$ cat src/rtl/box_draw_scheduler.sv
// box_draw_scheduler: arbitrates box-draw jobs from requesters A and B plus a
// full-screen clear, then walks every pixel of the granted job one per cycle
// straight into the VGA adapter.
//
// Handshake: a request is a level sampled only while IDLE; the matching oGnt*
// pulses for exactly one cycle when the job's inputs are captured, and the
// requester must drop its request on seeing that pulse. oDone pulses for one
// cycle when the last pixel has been presented. Nothing is queued.
module box_draw_scheduler #(
   parameter int X_SCREEN_PIXELS = 160,
   parameter int Y_SCREEN_PIXELS = 120,
   parameter int BOX_SIZE        = 4
) (
   input  logic       iClock,
   input  logic       iResetn,
   input  logic       iClear,
   input  logic       iReqA,
   input  logic       iReqB,
   input  logic [7:0] iAX,
   input  logic [6:0] iAY,
   input  logic [2:0] iAColour,
   input  logic [7:0] iBX,
   input  logic [6:0] iBY,
   input  logic [2:0] iBColour,
   output logic       oGntA,
   output logic       oGntB,
   output logic       oGntClear,
   output logic [7:0] oX,
   output logic [6:0] oY,
   output logic [2:0] oColour,
   output logic       oPlot,
   output logic       oBusy,
   output logic       oDone,
   output logic [1:0] oState
);

   localparam logic [1:0] S_IDLE = 2'd0;
   localparam logic [1:0] S_DRAW = 2'd1;
   localparam logic [1:0] S_DONE = 2'd2;

   localparam logic [8:0] X_LIM      = 9'(X_SCREEN_PIXELS);
   localparam logic [7:0] Y_LIM      = 8'(Y_SCREEN_PIXELS);
   localparam logic [7:0] BOX_X_LAST = 8'(BOX_SIZE - 1);
   localparam logic [6:0] BOX_Y_LAST = 7'(BOX_SIZE - 1);
   localparam logic [7:0] CLR_X_LAST = 8'(X_SCREEN_PIXELS - 1);
   localparam logic [6:0] CLR_Y_LAST = 7'(Y_SCREEN_PIXELS - 1);

   logic [1:0] r_state;
   logic [1:0] w_next_state;
   logic       r_ptr_b;      // 1: B was granted last, so A wins the next tie
   logic       r_clr;        // current job is a full-screen clear
   logic [7:0] r_bx;
   logic [6:0] r_by;
   logic [2:0] r_col;
   logic [7:0] r_cx;         // counters of the pixel currently on oX/oY
   logic [6:0] r_cy;
   logic [7:0] r_x;
   logic [6:0] r_y;
   logic [2:0] r_colour;
   logic       r_plot;
   logic       r_gnt_a;
   logic       r_gnt_b;
   logic       r_gnt_clr;

   logic       w_idle;
   logic       w_gnt_clr;
   logic       w_gnt_a;
   logic       w_gnt_b;
   logic       w_grant;
   logic [7:0] w_x_last;
   logic [6:0] w_y_last;
   logic       w_cx_wrap;
   logic       w_last;
   logic       w_step;
   logic [7:0] w_ncx;
   logic [6:0] w_ncy;
   logic [7:0] w_src_bx;
   logic [6:0] w_src_by;
   logic [2:0] w_src_col;
   logic [8:0] w_px;
   logic [7:0] w_py;
   logic       w_vis;

   // Arbitration: clear first, then round-robin between A and B.
   assign w_idle    = (r_state == S_IDLE);
   assign w_gnt_clr = w_idle & iClear;
   assign w_gnt_a   = w_idle & ~iClear & iReqA & (~iReqB | r_ptr_b);
   assign w_gnt_b   = w_idle & ~iClear & iReqB & (~iReqA | ~r_ptr_b);
   assign w_grant   = w_gnt_clr | w_gnt_a | w_gnt_b;

   // Walk limits depend on job type; the last pixel ends the DRAW phase.
   assign w_x_last  = r_clr ? CLR_X_LAST : BOX_X_LAST;
   assign w_y_last  = r_clr ? CLR_Y_LAST : BOX_Y_LAST;
   assign w_cx_wrap = (r_cx == w_x_last);
   assign w_last    = w_cx_wrap & (r_cy == w_y_last);
   assign w_step    = w_grant | ((r_state == S_DRAW) & ~w_last);

   // Next pixel to present: origin on a grant, row-major advance in DRAW.
   assign w_ncx = w_grant ? 8'd0 : (w_cx_wrap ? 8'd0 : r_cx + 8'd1);
   assign w_ncy = w_grant ? 7'd0 : (w_cx_wrap ? r_cy + 7'd1 : r_cy);

   // Base/colour come straight from the winner on a grant, else the captured copy.
   assign w_src_bx  = w_grant ? (w_gnt_clr ? 8'd0 : (w_gnt_a ? iAX : iBX)) : r_bx;
   assign w_src_by  = w_grant ? (w_gnt_clr ? 7'd0 : (w_gnt_a ? iAY : iBY)) : r_by;
   assign w_src_col = w_grant ? (w_gnt_clr ? 3'd0 : (w_gnt_a ? iAColour : iBColour)) : r_col;

   // Unwrapped pixel position; anything off-screen is suppressed but still timed.
   assign w_px  = {1'b0, w_src_bx} + {1'b0, w_ncx};
   assign w_py  = {1'b0, w_src_by} + {1'b0, w_ncy};
   assign w_vis = (w_px < X_LIM) & (w_py < Y_LIM);

   // State register.
   always_ff @(posedge iClock or negedge iResetn) begin
      if (!iResetn) r_state <= S_IDLE;
      else          r_state <= w_next_state;
   end

   // Next-state logic: DONE always lasts exactly one cycle.
   always_comb begin
      w_next_state = r_state;
      case (r_state)
         S_IDLE:  if (w_grant) w_next_state = S_DRAW;
         S_DRAW:  if (w_last)  w_next_state = S_DONE;
         S_DONE:  w_next_state = S_IDLE;
         default: w_next_state = S_IDLE;
      endcase
   end

   // State-decoded outputs.
   always_comb begin
      oBusy  = (r_state != S_IDLE);
      oDone  = (r_state == S_DONE);
      oState = r_state;
   end

   // Job capture, pointer update, pixel counters and registered pixel outputs.
   always_ff @(posedge iClock or negedge iResetn) begin
      if (!iResetn) begin
         r_ptr_b   <= 1'b1;
         r_clr     <= 1'b0;
         r_bx      <= 8'd0;
         r_by      <= 7'd0;
         r_col     <= 3'd0;
         r_cx      <= 8'd0;
         r_cy      <= 7'd0;
         r_x       <= 8'd0;
         r_y       <= 7'd0;
         r_colour  <= 3'd0;
         r_plot    <= 1'b0;
         r_gnt_a   <= 1'b0;
         r_gnt_b   <= 1'b0;
         r_gnt_clr <= 1'b0;
      end else begin
         r_gnt_a   <= w_gnt_a;
         r_gnt_b   <= w_gnt_b;
         r_gnt_clr <= w_gnt_clr;
         if (w_grant) begin
            r_clr <= w_gnt_clr;
            r_bx  <= w_src_bx;
            r_by  <= w_src_by;
            r_col <= w_src_col;
         end
         if (w_gnt_a) r_ptr_b <= 1'b0;
         if (w_gnt_b) r_ptr_b <= 1'b1;
         if (w_step) begin
            r_cx     <= w_ncx;
            r_cy     <= w_ncy;
            r_x      <= w_px[7:0];
            r_y      <= w_py[6:0];
            r_colour <= w_src_col;
            r_plot   <= w_vis;
         end else begin
            r_plot   <= 1'b0;
         end
      end
   end

   assign oGntA     = r_gnt_a;
   assign oGntB     = r_gnt_b;
   assign oGntClear = r_gnt_clr;
   assign oX        = r_x;
   assign oY        = r_y;
   assign oColour   = r_colour;
   assign oPlot     = r_plot;

endmodule

$ cat config.mk
export PLATFORM = sky130hd
export DESIGN_NAME = box_draw_scheduler
export DESIGN_NICKNAME = d
export VERILOG_FILES = /design/src/rtl/box_draw_scheduler.sv
export SDC_FILE = /design/constraint.sdc
export NUM_CORES = 1
export LEC_CHECK = 0
export BUFFER_PORTS_ARGS = -buffer_cell sky130_fd_sc_hd__buf_2
export CORE_MARGIN = 4
export CORE_UTILIZATION = 56
export DETAILED_ROUTE_END_ITERATION = 8
export HOLD_SLACK_MARGIN = 0.12
export PLACE_DENSITY = 0.91
export SLEW_MARGIN = 20
export SYNTH_ARGS = -nofsm -noshare
export SYNTH_HDL_FRONTEND = slang
export SYNTH_SLANG_ARGS = --single-unit
export TNS_END_PERCENT = 100
$ cat constraint.sdc
create_clock -name iClock -period 4.1 [get_ports iClock]
set_input_delay 0 -clock iClock [delete_from_list [all_inputs] [get_ports iClock]]
set_output_delay 0 -clock iClock [all_outputs]
set_load 0.1 [all_outputs]
Word-level counts from Yosys, hierarchy flattened
Index checks and enable logic that the tools add are counted.

word-level totals
  output and inout port bits = 26
  logic and storage cells = 71
  input port bits = 41
  bits in registers = 59

operators by class
  $lt $le $gt $ge = 2
  equality and inequality tests = 6
  bitwise operators = 19
  reductions and logical operators = 4
  mux-type cells = 21
  add/subtract/negate cells = 4

operator list
  cell                 number
  $mux 8               6
  $mux 7               6
  $add 8x8->9          1
  $and 1x1->1          9
  $lt 9x8->1 const B   1
  $mux 3               3
  $add 7x7->8          1
  $add 8x1->8 const B  1
  $eq 8x8->1           1
  $lt 8x7->1 const B   1
  $add 7x1->7 const B  1
  $eq 7x7->1           1
  $not 1->1            5
  $or 1x1->1           5
  $mux 2               2
  $pmux 2 s2           1
  $reduce_bool 2->1    2
  $mux 1               3
  $eq 2x1->1 const B   1
  $eq 2x2->1 const B   1
  $logic_not 2->1      1
  $ne 2x1->1 const B   1
  $ne 2x2->1 const B   1
  $reduce_and 2->1     1

Longest topological paths before layout
Gate-level depths: netlist (run 1).

  word-level depth = 11
  mapped depth = 15
  gate-level depth less buffers = 15

Worst setup path after synthesis (run 1)
OpenSTA, ideal clock, no wires.

  path kind = flip-flop to flip-flop
  start = register r_state[0], in the netlist oState[0]
  end = register r_plot, in the netlist oPlot
  setup time = 94 ps
  arrival time = 4272 ps
  data required time = 4006 ps
  stages on the path, launching flop included = 14
  setup slack = -266 ps
  path buffers = 1
  path through = dfrtp_1 -> nor2_1 -> inv_1 -> a2111oi_0 -> clkbuf_1 -> a22oi_1 -> nand2_1 -> ha_1 -> nor2b_1 -> o31a_1 -> or4_1 -> a311oi_1 -> o211ai_1 -> a211oi_1

on the way
  cells in the longest elaborated chain, start to end = 11

RTL lines
  what                                                       line     RTL
  start, declared                                            48       logic [1:0] r_state;
  start signal, assigned                                     115      else r_state <= w_next_state;
  $logic_not 2->1 *                                          85       assign w_idle = (r_state == S_IDLE);
  $and 1x1->1                                                87, 88
  $and 1x1->1 (2 in series)                                  87       assign w_gnt_a = w_idle & ~iClear & iReqA & (~iReqB | r_ptr_b);
  $mux 8 / $or 1x1->1 (equally long branches) (2 in series)  103, 89
  $mux 8 *                                                   103      assign w_src_bx = w_grant ? (w_gnt_clr ? 8'd0 : (w_gnt_a ? iAX : iBX)) : r_bx;
  via w_src_bx[2]                                            77       logic [7:0] w_src_bx;
  $add 8x8->9 *                                              108      assign w_px = {1'b0, w_src_bx} + {1'b0, w_ncx};
  $lt 9x8->1 *                                               110      assign w_vis = (w_px < X_LIM) & (w_py < Y_LIM);
  $and 1x1->1 *                                              110
  $mux 1 *                                                   165      if (w_step) begin
  end signal, assigned                                       171      r_plot <= w_vis;
  end, declared                                              60       logic r_plot;

Mark *: on every way through the listed nets, which the timed path passes. The rest lies on a longest branch.
A chain may end at the register's enable or synchronous reset.

Worst setup path in the final report (run 1)
  start = register r_cx[0]
  end = register r_plot, in the netlist oPlot

on the way
  cells in the longest elaborated chain, start to end = 7

RTL lines
  what                                              line    RTL
  start, declared                                   55      logic [7:0] r_cx;
  start signal, assigned                            166     r_cx <= w_ncx;
  $add 8x1->8 / $eq 8x8->1 (equally long branches)  99, 94
  $mux 8 * (2 in series)                            99      assign w_ncx = w_grant ? 8'd0 : (w_cx_wrap ? 8'd0 : r_cx + 8'd1);
  via w_ncx[0]                                      75      logic [7:0] w_ncx;
  $add 8x8->9 *                                     108
  $lt 9x8->1 *                                      110
  $and 1x1->1 *                                     110
  $mux 1 *                                          165

Marked as above.

==> results.yml, run 1 <==
global_routing:
  track_usage: 0.292
  met1_usage: 0.317
  grt-ovfl-total: 0
  antenna_found_initial: 0
  grtUsageMet3: 0.0599
  grt_pass1_wl_um: 16900
  grt_max_degree: 60
  grt_pass1_vias: 3663
  grt.busiest_layer: "met2"
  use_met2: 0.521
synth:
  synth_area_um2: 3450
  yosysSeqAreaShare: 0.429
  synth_nets: 442
  ys_warn_count: 0
  synth_edf_count: 0
  async_reset_ff_frac: 1.00
  netlist_instances: 382
  yosysMostFrequentCell: "nand2_1"
  synth.area.top_cells: "dfrtp_1 (42%), nand2_1 (8.4%), ha_1 (6.2%), nor2_1 (5.0%), xnor2_1 (4.3%)"
  avgSynthCellArea_um2: 9.02
  synth_ff_type: "dfrtp_1"
  synthTopCellsByCount: "nand2_1 (77), dfrtp_1 (58), nor2_1 (46)"
  yosysTopAreaCell: "dfrtp_1"
  ys_ff_latch: 59
  yosysTopAreaCellShare: 0.421
  synth_cell_types: 51
critical_path:
  crit_required_ps: 4350
  criticalPathCategory: "flop to flop"
  startpoint_type: "flop"
  path_max_fanout: 9
  crit_path_cell_trace: "ha_1 -> inv_1 -> or3_4 -> or2_1 -> nand2_1 -> nor2_1 -> ha_1 -> inv_1 -> fa_1 -> nor2b_1 -> o31a_1 -> or4_1 -> a311oi_1 -> o211ai_1 -> a211oi_1"
  arrival_ps: 4010
  r2r_end: "oPlot"
  cp_top_family: "simple AND/OR/NAND/NOR gates"
  slowest_stage: "dfrtp_1"
  r2r_setup_slack_ps: 340
  end_kind: "flop"
  r2r_cells: 15
  path_buf_inv: 2
  crit_start: "r_cx[0]"
  timing.rr.start: "r_cx[0]"
  max_stage_delay_ps: 420
clock_tree:
  clockRootBuffer: "clkbuf_8"
  clkSinkCount: 59
  cts_buffers: 9
  cts_max_level: 3
  insertion_delay_ps: 350
  postCtsSetupBuffers: 0
  cts_tree: "yes"
  cts_buffer_depth: 2
  clk_pin_slew_ps: 70
placement:
  dpl_cell_area_um2: 3880
  buffer_ports.inserted: 66
  place.gp.congestion: 0.871
  place_hpwl_um: 6320
sta:
  worst_pin_slew_ps: 739
  setup_tns_ps: 0
  finalSetupViolCount: 0
  slew_headroom: 0.507
  period_share: 0.918
  period_needed_ps: 3760
  slew_viol_final: 0
  grt_setup_unrepaired: "false"
  max_freq_mhz: 266
  fin_skew_ps: 5.56
  finalHoldViolCount: 0
layout:
  nets: 551
  nFillCells: 407
  drive_above_1_share: 0.212
  antenna_cells: 0
  final_area_um2: 4490
  syn2layout_area_growth_pct: 30.1
flow_run:
  drv_cap: 0
min_path:
  hp-class: "primary input to flop"
  min-delay-start: "iBY[0]"
  hold_path_end: "oY[0]"
  whs_path_depth: 6
pwr:
  p_leak_nw: 2.26
  power_density_nw_per_um2: 502
  irDropWorstVdd_mv: 0.409
floorplanning:
  rows: 28
  coreArea_um2: 5960
  die_y_um: 86.5
  ios: 67
  start_util: 0.579
  die_width_um: 86.5
  die_area_um2: 7470
detailed_routing:
  wl_per_cell_um: 17.5
  drt_wl_total_um: 10000
  ant_nets: 0
  via_per_inst: 5.87
  vias: 3352
  drc: 0
  first_iter_violations: 228
  dr.pass1.iters: 4
status:
  status: "finished, final reports clean"
## logic make-up after synthesis
logic type | after synthesis | synth area share
adder cells (fa/ha/maj) | 19 | 0.0733
AO/OA/AOI/OAI | 75 | 0.154
AND/OR/NAND/NOR | 172 | 0.224
XOR/XNOR | 26 | 0.0661
flip-flops | 59 | 0.429
buffers and inverters | 27 | 0.0410
multiplexers | 4 | 0.0134
## how the worst max path moves through the flow
stage,slack (ps),end,cells past startpoint
3_3_place_gp,630,oPlot,15
4_1_cts,440,oPlot,15
6_report,340,oPlot,15
5_1_grt,170,oPlot,15
2_1_floorplan,70,oPlot,13
3_5_place_dp,490,oPlot,15
## stage by stage
stage | setup WS [ps] | std cells | utilization | hold slack (ps) | power, mW
6_report | 337 | 571 | 0.753 | 142 | 2.25
5_1_grt | 171 | 571 | 0.753 | 160 | 2.35
4_1_cts | 440 | 571 | 0.753 | 133 | 2.24
3_5_place_dp | 491 | 517 | 0.651 | 200 | 1.61
3_3_place_gp | 630 | 517 | 0.651 | 193 | 1.58
2_1_floorplan | 65.5 | 382 | - | -296 | 1.43
## state kept, by name, summed over array words and instances, names as in the netlist
signal     count
r_cx           8
oGntClear      1
oX             8
oState         2
oColour        3
oPlot          1
oY             7
r_cy           7
r_col          3
r_ptr_b        1
r_clr          1
oGntA          1
r_bx           8
r_by           7
oGntB          1
## layout by cell type, fill, tap and decap left out, types with 3 or more instances in the layout
master,count
a222oi_1,3
buf_4,9
dlygate4sd3_1,38
a21oi_1,15
nor3_1,9
a21o_1,6
xor2_1,9
nor4_1,3
o21ai_0,13
o21bai_1,4
xnor2_1,17
and3_1,7
ha_1,17
nand3_1,9
nand2b_1,3
buf_2,66
dfrtp_1,56
a22oi_1,15
nor2_1,45
nand2_1,77
clkbuf_8,11
a211oi_1,3
nor2b_1,5
inv_1,10
## report_power, final
part	switching, mW	internal, mW	total [mW]
Combinational	0.629	0.253	0.882
Clock	0.234	0.374	0.608
Sequential	0.0864	0.674	0.760
## per-layer routing
layer / vias to the layer above / wire, µm / part of all wire
li1: 1545 / - / -
met2: 154 / 5070 / 0.51
met5: - / 0 / 0
met1: 1607 / 3740 / 0.37
met3: 46 / 777 / 0.078
met4: 0 / 416 / 0.042
## worst min-delay path, cell delays in order
cell	delay, ps
buf_2	80
a22oi_1	80
nand2_1	80
ha_1	110
nand2_1	40
nand2_1	60
## final cells by class
cell class / instances / area [µm²] / area share
Multi-Input combinational cell: 296 / 1850 / 0.413
Clock inverter: 4 / 72.6 / 0.0162
Inverter: 12 / 51.3 / 0.0114
Clock buffer: 12 / 155 / 0.0346
Timing Repair Buffer: 113 / 778 / 0.174
Sequential cell: 59 / 1480 / 0.330
Tap cell: 75 / 93.8 / 0.0209
## timing repair
action,in CTS,in global routing
resized for setup,0,0
hold buffers,38,0
hold endpoints to repair,81,0
No activity file was read; power rests on OpenSTA's default activity.
==> inputs of run 2 (changes only) <==
--- a/config.mk
+++ b/config.mk
@@ -5,12 +5,13 @@
 export SDC_FILE = /design/constraint.sdc
 export NUM_CORES = 1
 export LEC_CHECK = 0
-export BUFFER_PORTS_ARGS = -buffer_cell sky130_fd_sc_hd__buf_2
 export CORE_MARGIN = 4
-export CORE_UTILIZATION = 56
+export CORE_UTILIZATION = 58
+export CTS_CLUSTER_DIAMETER = 200
 export DETAILED_ROUTE_END_ITERATION = 8
+export DONT_BUFFER_PORTS = 1
 export HOLD_SLACK_MARGIN = 0.12
-export PLACE_DENSITY = 0.91
+export PLACE_DENSITY = 0.84
 export SLEW_MARGIN = 20
 export SYNTH_ARGS = -nofsm -noshare
 export SYNTH_HDL_FRONTEND = slang
==> run 2 against run 1 <==
Worst setup slack worse by 150 ps. Combinational power down 50%. Sequential share of layout area up 2.0 points. Core utilization down 0.35 points. Sequential cell count unchanged. Critical path type unchanged. Critical endpoint unchanged. Largest power group is now sequential cells.
==> results.yml, run 2 (synthesized netlist as in run 1, its figures left out) <==
status:
  status: "finished, final reports clean"
global_routing:
  grt_max_degree: 60
  grt_pass1_vias: 3213
  track_usage: 0.266
  grt-ovfl-total: 0
  antenna_found_initial: 0
  grt_pass1_wl_um: 15100
sta:
  fin_skew_ps: 13.5
  worst_pin_slew_ps: 1060
  max_freq_mhz: 256
  postLayoutSetupSlackWorst_ps: 187
  period_share: 0.954
  slew_viol_final: 0
  finalSetupViolCount: 0
  period_needed_ps: 3910
  finalHoldViolCount: 0
  slew_headroom: 0.292
placement:
  buffer_ports.inserted: 0
  place.gp.congestion: 0.849
  place_hpwl_um: 5700
  dpl_cell_area_um2: 3560
  dp_slack_ps: 414
critical_path:
  arrival_ps: 4180
  end_kind: "flop"
  max_stage_delay_ps: 620
  startpoint_type: "flop"
  slowest_stage: "dlygate4sd3_1"
  r2r_setup_slack_ps: 190
  path_max_fanout: 21
  r2r_end: "oPlot"
  timing.rr.start: "r_ptr_b"
  r2r_cells: 16
  cp_top_family: "compound AO/OA/AOI/OAI gates"
  criticalPathCategory: "flop to flop"
  crit_path_cell_trace: "inv_1 -> o21ai_1 -> nor3_2 -> buf_6 -> a22oi_1 -> dlygate4sd3_1 -> nand2_1 -> ha_1 -> inv_1 -> fa_1 -> nor2b_1 -> o31a_1 -> or4_1 -> a311oi_2 -> o211ai_1 -> a211oi_2"
  cpMostUsedCell: "inv_1"
  crit_required_ps: 4370
  path_buf_inv: 4
pwr:
  fin_total_pwr_mw: 2.09
  power_frac_seq: 0.536
  intPower_mw: 1.16
  combPwrFrac: 0.213
  irDropWorstVdd_mv: 0.459
  sw_frac_of_total: 0.445
  power_frac_clock: 0.251
  power_density_nw_per_um2: 493
  p_leak_nw: 2.02
  p_sw_uw: 928
floorplanning:
  start_util: 0.611
  coreArea_um2: 5640
  die_area_um2: 7240
  die_y_um: 85.1
  rows: 27
  ios: 67
  die_width_um: 85.1
clock_tree:
  clk_pin_slew_ps: 70
  cts_buffers: 9
  clkSinkCount: 59
  insertion_delay_ps: 350
  cts_buffer_depth: 2
  cts_max_level: 3
  cts_tree: "yes"
  clockRootBuffer: "clkbuf_8"
layout:
  final_common_cell: "nand2_1"
  register_area_um2: 1480
  drive_above_1_share: 0.110
  nFillCells: 392
  antenna_cells: 0
  multi_input_area_um2: 1870
  syn2layout_area_growth_pct: 22.7
  final_cell_mix: "nand2_1 (77), dfrtp_1 (56), nor2_1 (45), dlygate4sd3_1 (41)"
  final_area_um2: 4230
  nets: 493
detailed_routing:
  first_iter_violations: 290
  wl_per_cell_um: 17.8
  drt_wl_total_um: 9100
  ant_nets: 0
  drc: 0
  vias: 3075
  via_per_inst: 6.03
  dr.pass1.iters: 5
min_path:
  whs_path_depth: 5
  hold_path_end: "oY[1]"
  min-delay-start: "iBY[1]"
  hp-class: "primary input to flop"
flow_run:
  drv_cap: 0
[run 2: worst max path at each step]
stage	start	to	slack, ps	cells after the start
finish	r_ptr_b	oPlot	190	16
global route	r_ptr_b	oPlot	-20	16
global placement	r_cx[0]	oY[6]	590	15
detailed placement	r_cx[0]	oPlot	410	15
CTS	oState[1]	oPlot	110	17
floorplan	oState[1]	oPlot	70	13
[run 2: timing repair]
action / CTS / global route
buffers inserted: 0 / 2
endpoints found under the setup margin: 0 / 2
hold endpoints to repair: 88 / 0
resized for setup: 0 / 6
hold buffers: 42 / 0
[run 2: area by class of cell]
type,instances,area share
multi-input cells,296,0.442
flip-flops and latches,59,0.350
clock buffers,9,0.0293
clock inverters,7,0.0163
inverters,12,0.0121
well taps,72,0.0213
repair buffers,55,0.129
[run 2: metrics by stage]
step                      hold WS (ps)  std cells  utilization  TNS [ps]
after floorplan                   -296        382            -         0
after global placement            -293        450        0.631         0
after detailed placement          -294        450        0.631         0
after CTS                          139        508        0.743         0
after global routing               175        510        0.750     -23.2
final                              150        510        0.750         0
[run 2: power groups by stage]
stage	logic, mW	registers (mW)	clock network, mW
global route	0.503	1.13	0.554
CTS	0.435	1.12	0.529
detailed placement	0.396	1.13	0
global placement	0.380	1.12	0
floorplan	0.331	1.10	0
finish	0.445	1.12	0.524
[run 2: per-layer routing]
metal	track usage	vias to the layer above	routed length, µm
li1	-	1431	-
met1	0.315	1481	3610
met2	0.461	134	4580
met3	0.0466	29	658
met4	0.135	0	255
met5	0	-	0
[run 2: worst min-delay path, cell delays in order]
cell and delay (ps):
a22oi_1 70, nand2_1 120, fa_1 170, nand2_1 50, nand2_1 60
